--- src/rtl/div_pkg.sv ---
// Shared definitions for the sequential divider slice.
//   div_state_t   : FSM encoding (IDLE/CALC/FIX/DONE)
//   DIV_WIDTH     : operand/result width
//   DIV_CNT_W     : iteration counter width
//   DIV_ZERO_QUOT : quotient reported for a zero divisor
package div_pkg;

  localparam int unsigned DIV_WIDTH = 32;
  localparam int unsigned DIV_CNT_W = 6;

  localparam logic [31:0] DIV_ZERO_QUOT = 32'hFFFF_FFFF;

  typedef enum logic [1:0] {
    S_IDLE = 2'd0,
    S_CALC = 2'd1,
    S_FIX  = 2'd2,
    S_DONE = 2'd3
  } div_state_t;

endpackage

--- src/rtl/_32bit_adder.sv ---
// Datapath add/sub unit, reused by the divider as its trial subtractor.
//   a, b      : operands
//   op        : 0 = a + b + carry_in, 1 = a + ~b + carry_in (subtract with carry_in=1)
//   carry_in  : carry into bit 0
//   sum       : result
//   carry_out : carry out of the MSB (in subtract mode: 1 = no borrow)
module _32bit_adder #(
  parameter int unsigned WIDTH = 32
) (
  input  logic [WIDTH-1:0] a,
  input  logic [WIDTH-1:0] b,
  input  logic             op,
  input  logic             carry_in,
  output logic [WIDTH-1:0] sum,
  output logic             carry_out
);

  logic [WIDTH-1:0] b_eff;

  always_comb begin
    b_eff = op ? ~b : b;
    {carry_out, sum} = {1'b0, a} + {1'b0, b_eff} + {{WIDTH{1'b0}}, carry_in};
  end

endmodule

--- src/rtl/seq_divider_32.sv ---
// Multi-cycle restoring divider serving div/divu (quotient -> LO, remainder -> HI).
// One quotient bit per cycle; trial subtraction through _32bit_adder.
//   clk, rst_n            : clock, asynchronous active-low reset
//   start                 : request, sampled only in IDLE
//   is_signed             : 1 = div, 0 = divu (captured with start)
//   dividend, divisor     : operands (captured with start)
//   busy                  : high whenever not IDLE
//   done                  : one-cycle pulse when results are valid
//   quotient, remainder   : results, updated only at the FIX edge
//   div_by_zero, ovf      : flags, updated with the results
module seq_divider_32
  import div_pkg::*;
#(
  parameter int unsigned WIDTH = DIV_WIDTH,
  parameter int unsigned CNT_W = DIV_CNT_W
) (
  input  logic             clk,
  input  logic             rst_n,
  input  logic             start,
  input  logic             is_signed,
  input  logic [WIDTH-1:0] dividend,
  input  logic [WIDTH-1:0] divisor,
  output logic             busy,
  output logic             done,
  output logic [WIDTH-1:0] quotient,
  output logic [WIDTH-1:0] remainder,
  output logic             div_by_zero,
  output logic             ovf
);

  div_state_t       state;
  logic [CNT_W-1:0] cnt;
  logic [WIDTH-1:0] r;
  logic [WIDTH-1:0] q_shift;
  logic [WIDTH-1:0] div_mag;
  logic [WIDTH-1:0] dividend_raw;
  logic             neg_q;
  logic             neg_r;
  logic             dz_pend;
  logic             ovf_pend;

  // Operand conditioning at capture time
  logic             a_neg;
  logic             b_neg;
  logic [WIDTH-1:0] a_mag;
  logic [WIDTH-1:0] b_mag;
  logic             ovf_case;

  always_comb begin
    a_neg    = is_signed & dividend[WIDTH-1];
    b_neg    = is_signed & divisor[WIDTH-1];
    a_mag    = a_neg ? (~dividend + WIDTH'(1)) : dividend;
    b_mag    = b_neg ? (~divisor + WIDTH'(1)) : divisor;
    ovf_case = is_signed && (dividend == {1'b1, {(WIDTH-1){1'b0}}}) && (divisor == '1);
  end

  // One restoring step: shift the next dividend bit into the partial remainder,
  // then try to subtract. The bit shifted out of r (r_msb) means the shifted
  // value already exceeds the divisor, so the subtraction must succeed.
  logic             r_msb;
  logic [WIDTH-1:0] r_sh;
  logic [WIDTH-1:0] trial;
  logic             no_borrow;
  logic             take;

  assign r_msb = r[WIDTH-1];
  assign r_sh  = {r[WIDTH-2:0], q_shift[WIDTH-1]};
  assign take  = r_msb | no_borrow;

  _32bit_adder #(
    .WIDTH(WIDTH)
  ) u_trial_sub (
    .a         (r_sh),
    .b         (div_mag),
    .op        (1'b1),
    .carry_in  (1'b1),
    .sum       (trial),
    .carry_out (no_borrow)
  );

  // Sign restoration for the final results
  logic [WIDTH-1:0] q_fix;
  logic [WIDTH-1:0] r_fix;

  always_comb begin
    q_fix = neg_q ? (~q_shift + WIDTH'(1)) : q_shift;
    r_fix = neg_r ? (~r + WIDTH'(1)) : r;
  end

  always_ff @(posedge clk or negedge rst_n) begin
    if (!rst_n) begin
      state        <= S_IDLE;
      cnt          <= '0;
      r            <= '0;
      q_shift      <= '0;
      div_mag      <= '0;
      dividend_raw <= '0;
      neg_q        <= 1'b0;
      neg_r        <= 1'b0;
      dz_pend      <= 1'b0;
      ovf_pend     <= 1'b0;
      busy         <= 1'b0;
      done         <= 1'b0;
      quotient     <= '0;
      remainder    <= '0;
      div_by_zero  <= 1'b0;
      ovf          <= 1'b0;
    end else begin
      unique case (state)
        S_IDLE: begin
          done <= 1'b0;
          if (start) begin
            r            <= '0;
            q_shift      <= a_mag;
            div_mag      <= b_mag;
            dividend_raw <= dividend;
            neg_q        <= a_neg ^ b_neg;
            neg_r        <= a_neg;
            dz_pend      <= (divisor == '0);
            ovf_pend     <= ovf_case;
            cnt          <= '0;
            busy         <= 1'b1;
            state        <= S_CALC;
          end
        end
        S_CALC: begin
          r       <= take ? trial : r_sh;
          q_shift <= {q_shift[WIDTH-2:0], take};
          cnt     <= cnt + CNT_W'(1);
          if (cnt == CNT_W'(WIDTH - 1)) begin
            state <= S_FIX;
          end
        end
        S_FIX: begin
          if (dz_pend) begin
            quotient  <= WIDTH'(DIV_ZERO_QUOT);
            remainder <= dividend_raw;
          end else begin
            quotient  <= q_fix;
            remainder <= r_fix;
          end
          div_by_zero <= dz_pend;
          ovf         <= ovf_pend;
          done        <= 1'b1;
          state       <= S_DONE;
        end
        S_DONE: begin
          done  <= 1'b0;
          busy  <= 1'b0;
          state <= S_IDLE;
        end
        default: state <= S_IDLE;
      endcase
    end
  end

endmodule

--- config.mk ---
export PLATFORM = sky130hd
export DESIGN_NAME = seq_divider_32
export DESIGN_NICKNAME = d
export VERILOG_FILES = /design/src/rtl/div_pkg.sv /design/src/rtl/_32bit_adder.sv /design/src/rtl/seq_divider_32.sv
export SDC_FILE = /design/constraint.sdc
export NUM_CORES = 1
export LEC_CHECK = 0
export BUFFER_PORTS_ARGS = -buffer_cell sky130_fd_sc_hd__clkbuf_2
export CAP_MARGIN = 20
export CORE_ASPECT_RATIO = 0.6
export CORE_MARGIN = 5
export CORE_UTILIZATION = 55
export DETAILED_ROUTE_END_ITERATION = 10
export PLACE_DENSITY = 0.77
export SYNTH_ARGS = -nofsm -noshare
export SYNTH_HDL_FRONTEND = slang
export SYNTH_SLANG_ARGS = --single-unit
--- constraint.sdc ---
create_clock -name clk -period 3.9 [get_ports clk]
set_clock_uncertainty 0.1 [all_clocks]
set_input_delay 0.195 -clock clk [delete_from_list [all_inputs] [get_ports clk]]
set_output_delay 0.195 -clock clk [all_outputs]
set_load 0.05 [all_outputs]
**Yosys cells after proc, flatten, opt, wreduce, memory -nomap -nowiden**

Index checks and enable logic that the tools add are counted.

- RAM bits: 0
- ROM bits: 0
- Logic and storage cells: 71
- Latch bits: 0
- Flip-flop bits (word level): 208
- Memories: 0

- Divide/modulo/power cells: 0
- Multiply operators: 0
- Add/subtract/negate cells: 7
- Magnitude comparators: 0
- Eq/ne operators: 8
- Shift-type cells: 0
- Muxes and demuxes: 19
- Reduce and logical (&&, ||, !) cells: 12
- Bitwise operators: 9

Operator list:

| cell | number |
|---|---|
| two-way mux 32 bit | 9 |
| NOT 32 bit | 5 |
| adder 32 x 1 -> 32 bit (second input constant) | 4 |
| case mux 32 bit (2 select lines) | 2 |
| == test 32 bit (second input constant) | 2 |
| adder 32 x 32 -> 33 bit | 1 |
| adder 33 x 1 -> 33 bit (second input constant) | 1 |
| zero test 32 bit | 1 |
| case mux 6 bit (2 select lines) | 1 |
| case mux 2 bit (4 select lines) | 1 |
| AND reduction 2 bit | 4 |
| adder 6 x 1 -> 6 bit (second input constant) | 1 |
| == test 6 x 5 -> 1 bit (second input constant) | 1 |
| two-way mux 6 bit | 1 |
| nonzero test 2 bit | 3 |
| == test 2 bit (second input constant) | 2 |
| two-way mux 2 bit | 2 |
| != test 2 bit (second input constant) | 2 |
| case mux 1 bit (2 select lines) | 2 |
| AND 1 bit | 2 |
| == test 2 x 1 -> 1 bit (second input constant) | 1 |
| logical AND 1 bit | 2 |
| zero test 2 bit | 1 |
| OR reduction 2 bit | 1 |
| 3 further kinds | 3 |

**Depth between registers and ports, before layout**

- Depth after elaboration: 6
- Mapped depth: 12
- Depth with buffers taken out: 11

**Modules after synthesis**

From an unflattened synthesis, not the netlist that was laid out.

- Cells, all modules: 1586
- Area total of the unflattened synthesis: 13929.6 sq um

By module, submodules not included:

| module | sequential area each (sq um) | area each (sq um) | instances | cells each |
|---|---|---|---|---|
| seq_divider_32 | 5205.0 | 11638.7 | 1 | 1262 |
| _32bit_adder | 0.0 | 2290.9 | 1 | 324 |

**Worst setup path before layout**

No wires, ideal clock.

- Path kind: register -> register
- From: register q_shift[31]
- To: register r[31]
- Buffers on the path: 1
- Required time: 3.734 ns
- Stages on the path, launching flop included: 13
- Arrival: 3.052 ns
- Path slack: 0.682 ns
- Path through: dfrtp_1 > inv_1 > ha_1 > fa_1 > nand2b_1 > a2111oi_0 > nor2_1 > o311ai_1 > a311o_1 > buf_4 > o31ai_1 > or4b_1 > nand2_1

- Word-level cells in the longest chain between the ends: 5

Ends and longest elaborated chain:

| element | RTL line | RTL |
|---|---|---|
| from (decl) | seq_divider_32.sv:34 | `logic [WIDTH-1:0] q_shift;` |
| from (signal assigned) | seq_divider_32.sv:114 | `q_shift <= a_mag;` |
| from (signal assigned) | seq_divider_32.sv:128 | `q_shift <= {q_shift[WIDTH-2:0], take};` |
| adder 32 x 32 -> 33 bit (*) | _32bit_adder.sv:22 | `{carry_out, sum} = {1'b0, a} + {1'b0, b_eff} + {{WIDTH{1'b0}}, carry_in};` |
| adder 33 x 1 -> 33 bit (*) | _32bit_adder.sv:22 |  |
| OR 1 bit | seq_divider_32.sv:68 | `assign take = r_msb \| no_borrow;` |
| two-way mux 32 bit (*) | seq_divider_32.sv:127 | `r <= take ? trial : r_sh;` |
| case mux 32 bit (2 select lines) (*) | seq_divider_32.sv:109 | `unique case (state)` |
| to (signal assigned) | seq_divider_32.sv:127 |  |
| to (decl) | seq_divider_32.sv:33 | `logic [WIDTH-1:0] r;` |

Every way passes the cells marked *; elsewhere a longest branch is shown, timed or not.
A chain may end at the register's enable or synchronous reset.

**Worst setup path in the final report**

- From: register r[20]
- To: register r[0]

- Word-level cells in the longest chain between the ends: 5

Ends and longest elaborated chain:

| element | RTL line |
|---|---|
| adder 32 x 32 -> 33 bit | _32bit_adder.sv:22 |
| adder 33 x 1 -> 33 bit | _32bit_adder.sv:22 |
| OR 1 bit | seq_divider_32.sv:68 |
| two-way mux 32 bit | seq_divider_32.sv:127 |
| case mux 32 bit (2 select lines) | seq_divider_32.sv:109 |

Every way passes these cells.

==> results.txt <==
Most used flip-flop cell after synthesis: sky130_fd_sc_hd__dfrtp_1
Largest area contributor in the netlist: sky130_fd_sc_hd__dfrtp_1
Clock transition time at the flip-flop clock pins of the worst setup and hold paths: 0.06 ns
Most area-consuming cells after synthesis: sky130_fd_sc_hd__dfrtp_1 40%, sky130_fd_sc_hd__o21ai_0 6.3%, sky130_fd_sc_hd__nand2_1 5.3%, sky130_fd_sc_hd__a21oi_1 4.6%, sky130_fd_sc_hd__xor2_1 4.5%
Number of H-tree levels: 1
Worst vdd rail ir drop: 0.2591 mV
Register area share after synthesis: 39.64%
Transition time of the tightest slew-check pin: 1.037 ns
Antenna cell count: 0
Maximum number of buffers from clock root to sink: 3
Via count of the first global-routing pass: 11332
Area overhead of the layout relative to synthesis: 16.89%
Peak fanout along the critical path: 19
GR Util All Layers: 28.71%
Number of buffer cells added on primary ports: 135
Ports placed on the boundary: 136
Final hold violation count: 0
Worst path required time: 4.14 ns
Fraction of layout cells with a size suffix above 1: 15.45%
Kind of end point of the critical path: flop
Proportion of synthesized flip-flops having asynchronous set or reset: 100.0%
Detailed placement HPWL: 28880 um
CTS tree: built
Crit Reg-Reg Startpoint: r[20]
Number of iterations in the first detailed-routing pass: 5
Synthesized netlist net count: 1621
Relative slew slack: 30.85%
Min Tclk post-route: 3.611 ns
Num CTS Buffers: 21
Area of the placeable core: 23300 um2
Largest net degree at the start of global routing: 119
Worst-skew pair later-pin latency: 0.51 ns
DP Worst Slack: 0.02143 ns
Via density per instance: 6.111
Cell count of the worst reg-to-reg path: 10
Average cell area after synthesis: 8.701 um2
Grt ovf: 0
Setup Crit Path Kind: flop to flop
Via count: 12131
Residual DRC: 0
Setup slack on the worst flop-to-flop path: 0.29 ns
Summed negative setup slack over all endpoints: 0 ns
Max Cap Viol: 0
Area of the die: 27160 um2
Pwr per Cell Area: 286.4 nW/um2
Final worst hold slack: 0.01427 ns
Result of the run: completed
Leakage: 6.434 nW
Placed Instances: 1899
Final instance count without filler cells: 1985
Initial antenna violation count: 0
Arrival time at the worst endpoint: 3.85 ns
CTS Sinks: 208
Count of final max-slew check failures: 0
Die W: 209.5 um
Distinct cell type count after synthesis: 71
Destination of the critical timing path: r[0]
Reg-to-reg endpoint: r[0]
First-iteration detailed-routing DRC count: 1223
Syn Std Cell Area: 13130 um2
Number of synthesis warnings: 0
Number of standard cells after synthesis: 1509
Leading cell type in the layout, fill and taps excluded: sky130_fd_sc_hd__dfrtp_1
Average wire length per cell after detail routing: 20.05 um
Initial standard-cell utilization of the core: 56.36%
Net count of the finished layout: 1773
EDFF count, synth: 0
Synth top area share: 39.64%
Remaining antenna violation count after routing: 0
Final number of setup-violating endpoints: 0
Final Wtd Congestion: 0.9555
Rows: 43
Post-synthesis register bit count: 208
Clock tree root driver cell: sky130_fd_sc_hd__clkbuf_16
Final period utilization: 92.60%
Final Routed Wirelength: 39800 um
Worst setup path startpoint: r[20]
RSZ-0062 raised after global routing: false
Vert. Die Dim: 129.7 um
Worst setup margin: 0.2888 ns
Critical Path Source Type: flop
Type of the worst min-delay path: input port to flop
Achievable Freq: 276.9 MHz
First-pass GRT wire length: 62960 um
Leading cell types in the layout, fill and taps excluded: 208 x sky130_fd_sc_hd__dfrtp_1, 186 x sky130_fd_sc_hd__nand2_1, 166 x sky130_fd_sc_hd__o21ai_0
[cell type report]
| type | count | area (um2) |
|---|---|---|
| flip-flops and latches | 208 | 5205 |
| clock buffers | 29 | 595.6 |
| clock inverters | 3 | 21.27 |
| multi-input cells | 1161 | 7451 |
| well taps | 315 | 394.1 |
| repair buffers | 211 | 1463 |
| fillers | 1873 | 7949 |
| inverters | 58 | 217.7 |
[how the worst min path moves through the flow]
stage / slack (ns) / start / cells after the start / end
floorplan: -0.20 / rst_n / 0 / busy
global placement: 0.29 / rst_n / 1 / r[11]
detailed placement: 0.29 / rst_n / 1 / div_mag[7]
CTS: 0.01 / divisor[21] / 3 / div_mag[21]
global route: 0.04 / divisor[18] / 3 / div_mag[18]
finish: 0.01 / divisor[0] / 3 / div_mag[0]
[metal layers]
metal,vias up,part of all wire [%],GRT usage [%],wire length (um)
met4,0,1.4,4.640,550
met2,646,39,39.21,15570
met3,50,13,9.751,5273
met1,5768,46,44.63,18410
li1,5667,-,-,-
met5,-,0,0,0
[cell usage after synthesis, drive strengths merged, types with 9 or more instances]
| cell type | n |
|---|---|
| nor2b | 9 |
| nor2 | 118 |
| clkbuf | 74 |
| a22o | 13 |
| nor3 | 30 |
| ha | 43 |
| o41ai | 10 |
| a21oi | 121 |
| mux2i | 16 |
| inv | 58 |
| a21o | 15 |
| nor4 | 15 |
| nand3 | 12 |
| and2 | 9 |
| or3 | 20 |
| nand2 | 187 |
| xor2 | 67 |
| nand4 | 17 |
| a31oi | 13 |
| mux2 | 52 |
| nand2b | 20 |
| xnor2 | 63 |
| o31ai | 32 |
| dfrtp | 208 |
| o21ai | 170 |
[worst max-delay path, cell delays in order (launching register included)]
cell                       delay (ns)
sky130_fd_sc_hd__dfrtp_1         0.50
sky130_fd_sc_hd__ha_1            0.44
sky130_fd_sc_hd__a21oi_1         0.27
sky130_fd_sc_hd__o21ai_0         0.16
sky130_fd_sc_hd__a211oi_1        0.43
sky130_fd_sc_hd__o311ai_2        0.24
sky130_fd_sc_hd__a311oi_4        0.61
sky130_fd_sc_hd__buf_4           0.35
sky130_fd_sc_hd__nor2_1          0.06
sky130_fd_sc_hd__a21oi_1         0.17
sky130_fd_sc_hd__o22ai_1         0.11
[repair_timing]
action                                 CTS  global route
setup endpoints to repair                2            21
resized for setup                        1             2
hold buffers                            52             0
endpoints found under the hold margin  167             0
setup buffers                            0             0
[through the flow]
stage / instance area (um2) / power (mW) / util [%]
after floorplan: 13130 / 2.311 / -
after global placement: 14120 / 2.463 / 60.62
after detailed placement: 14140 / 2.469 / 60.70
after CTS: 15280 / 4.392 / 65.59
after global routing: 15350 / 4.529 / 65.88
final: 15350 / 4.396 / 65.88
[power by group]
group	total (mW)	internal, mW	leakage, nW	switching (mW)
Combinational	0.322	0.129	3.77	0.193
Clock	1.92	1.06	0.300	0.859
Sequential	2.16	2.16	2.36	0
[state kept, by name (all words and copies together) (netlist names), 2 cells and up]
name          cells
remainder        32
dividend_raw     32
quotient         32
q_shift          32
r                32
cnt               6
state             2
div_mag          32
[cells by family (layout without fill, tap and decap cells)]
family          Yosys count  in the layout  synth area share [%]
flops                   208            208                 39.64
compound gates          455            455                 21.27
xor+xnor                130            130                 8.672
fa+ha+maj                44             44                 4.250
mux                      68             68                 5.679
buf+inv                 140            301                 4.031
simple gates            464            464                 16.46
Note: power is estimated with default switching activity, not from simulation.
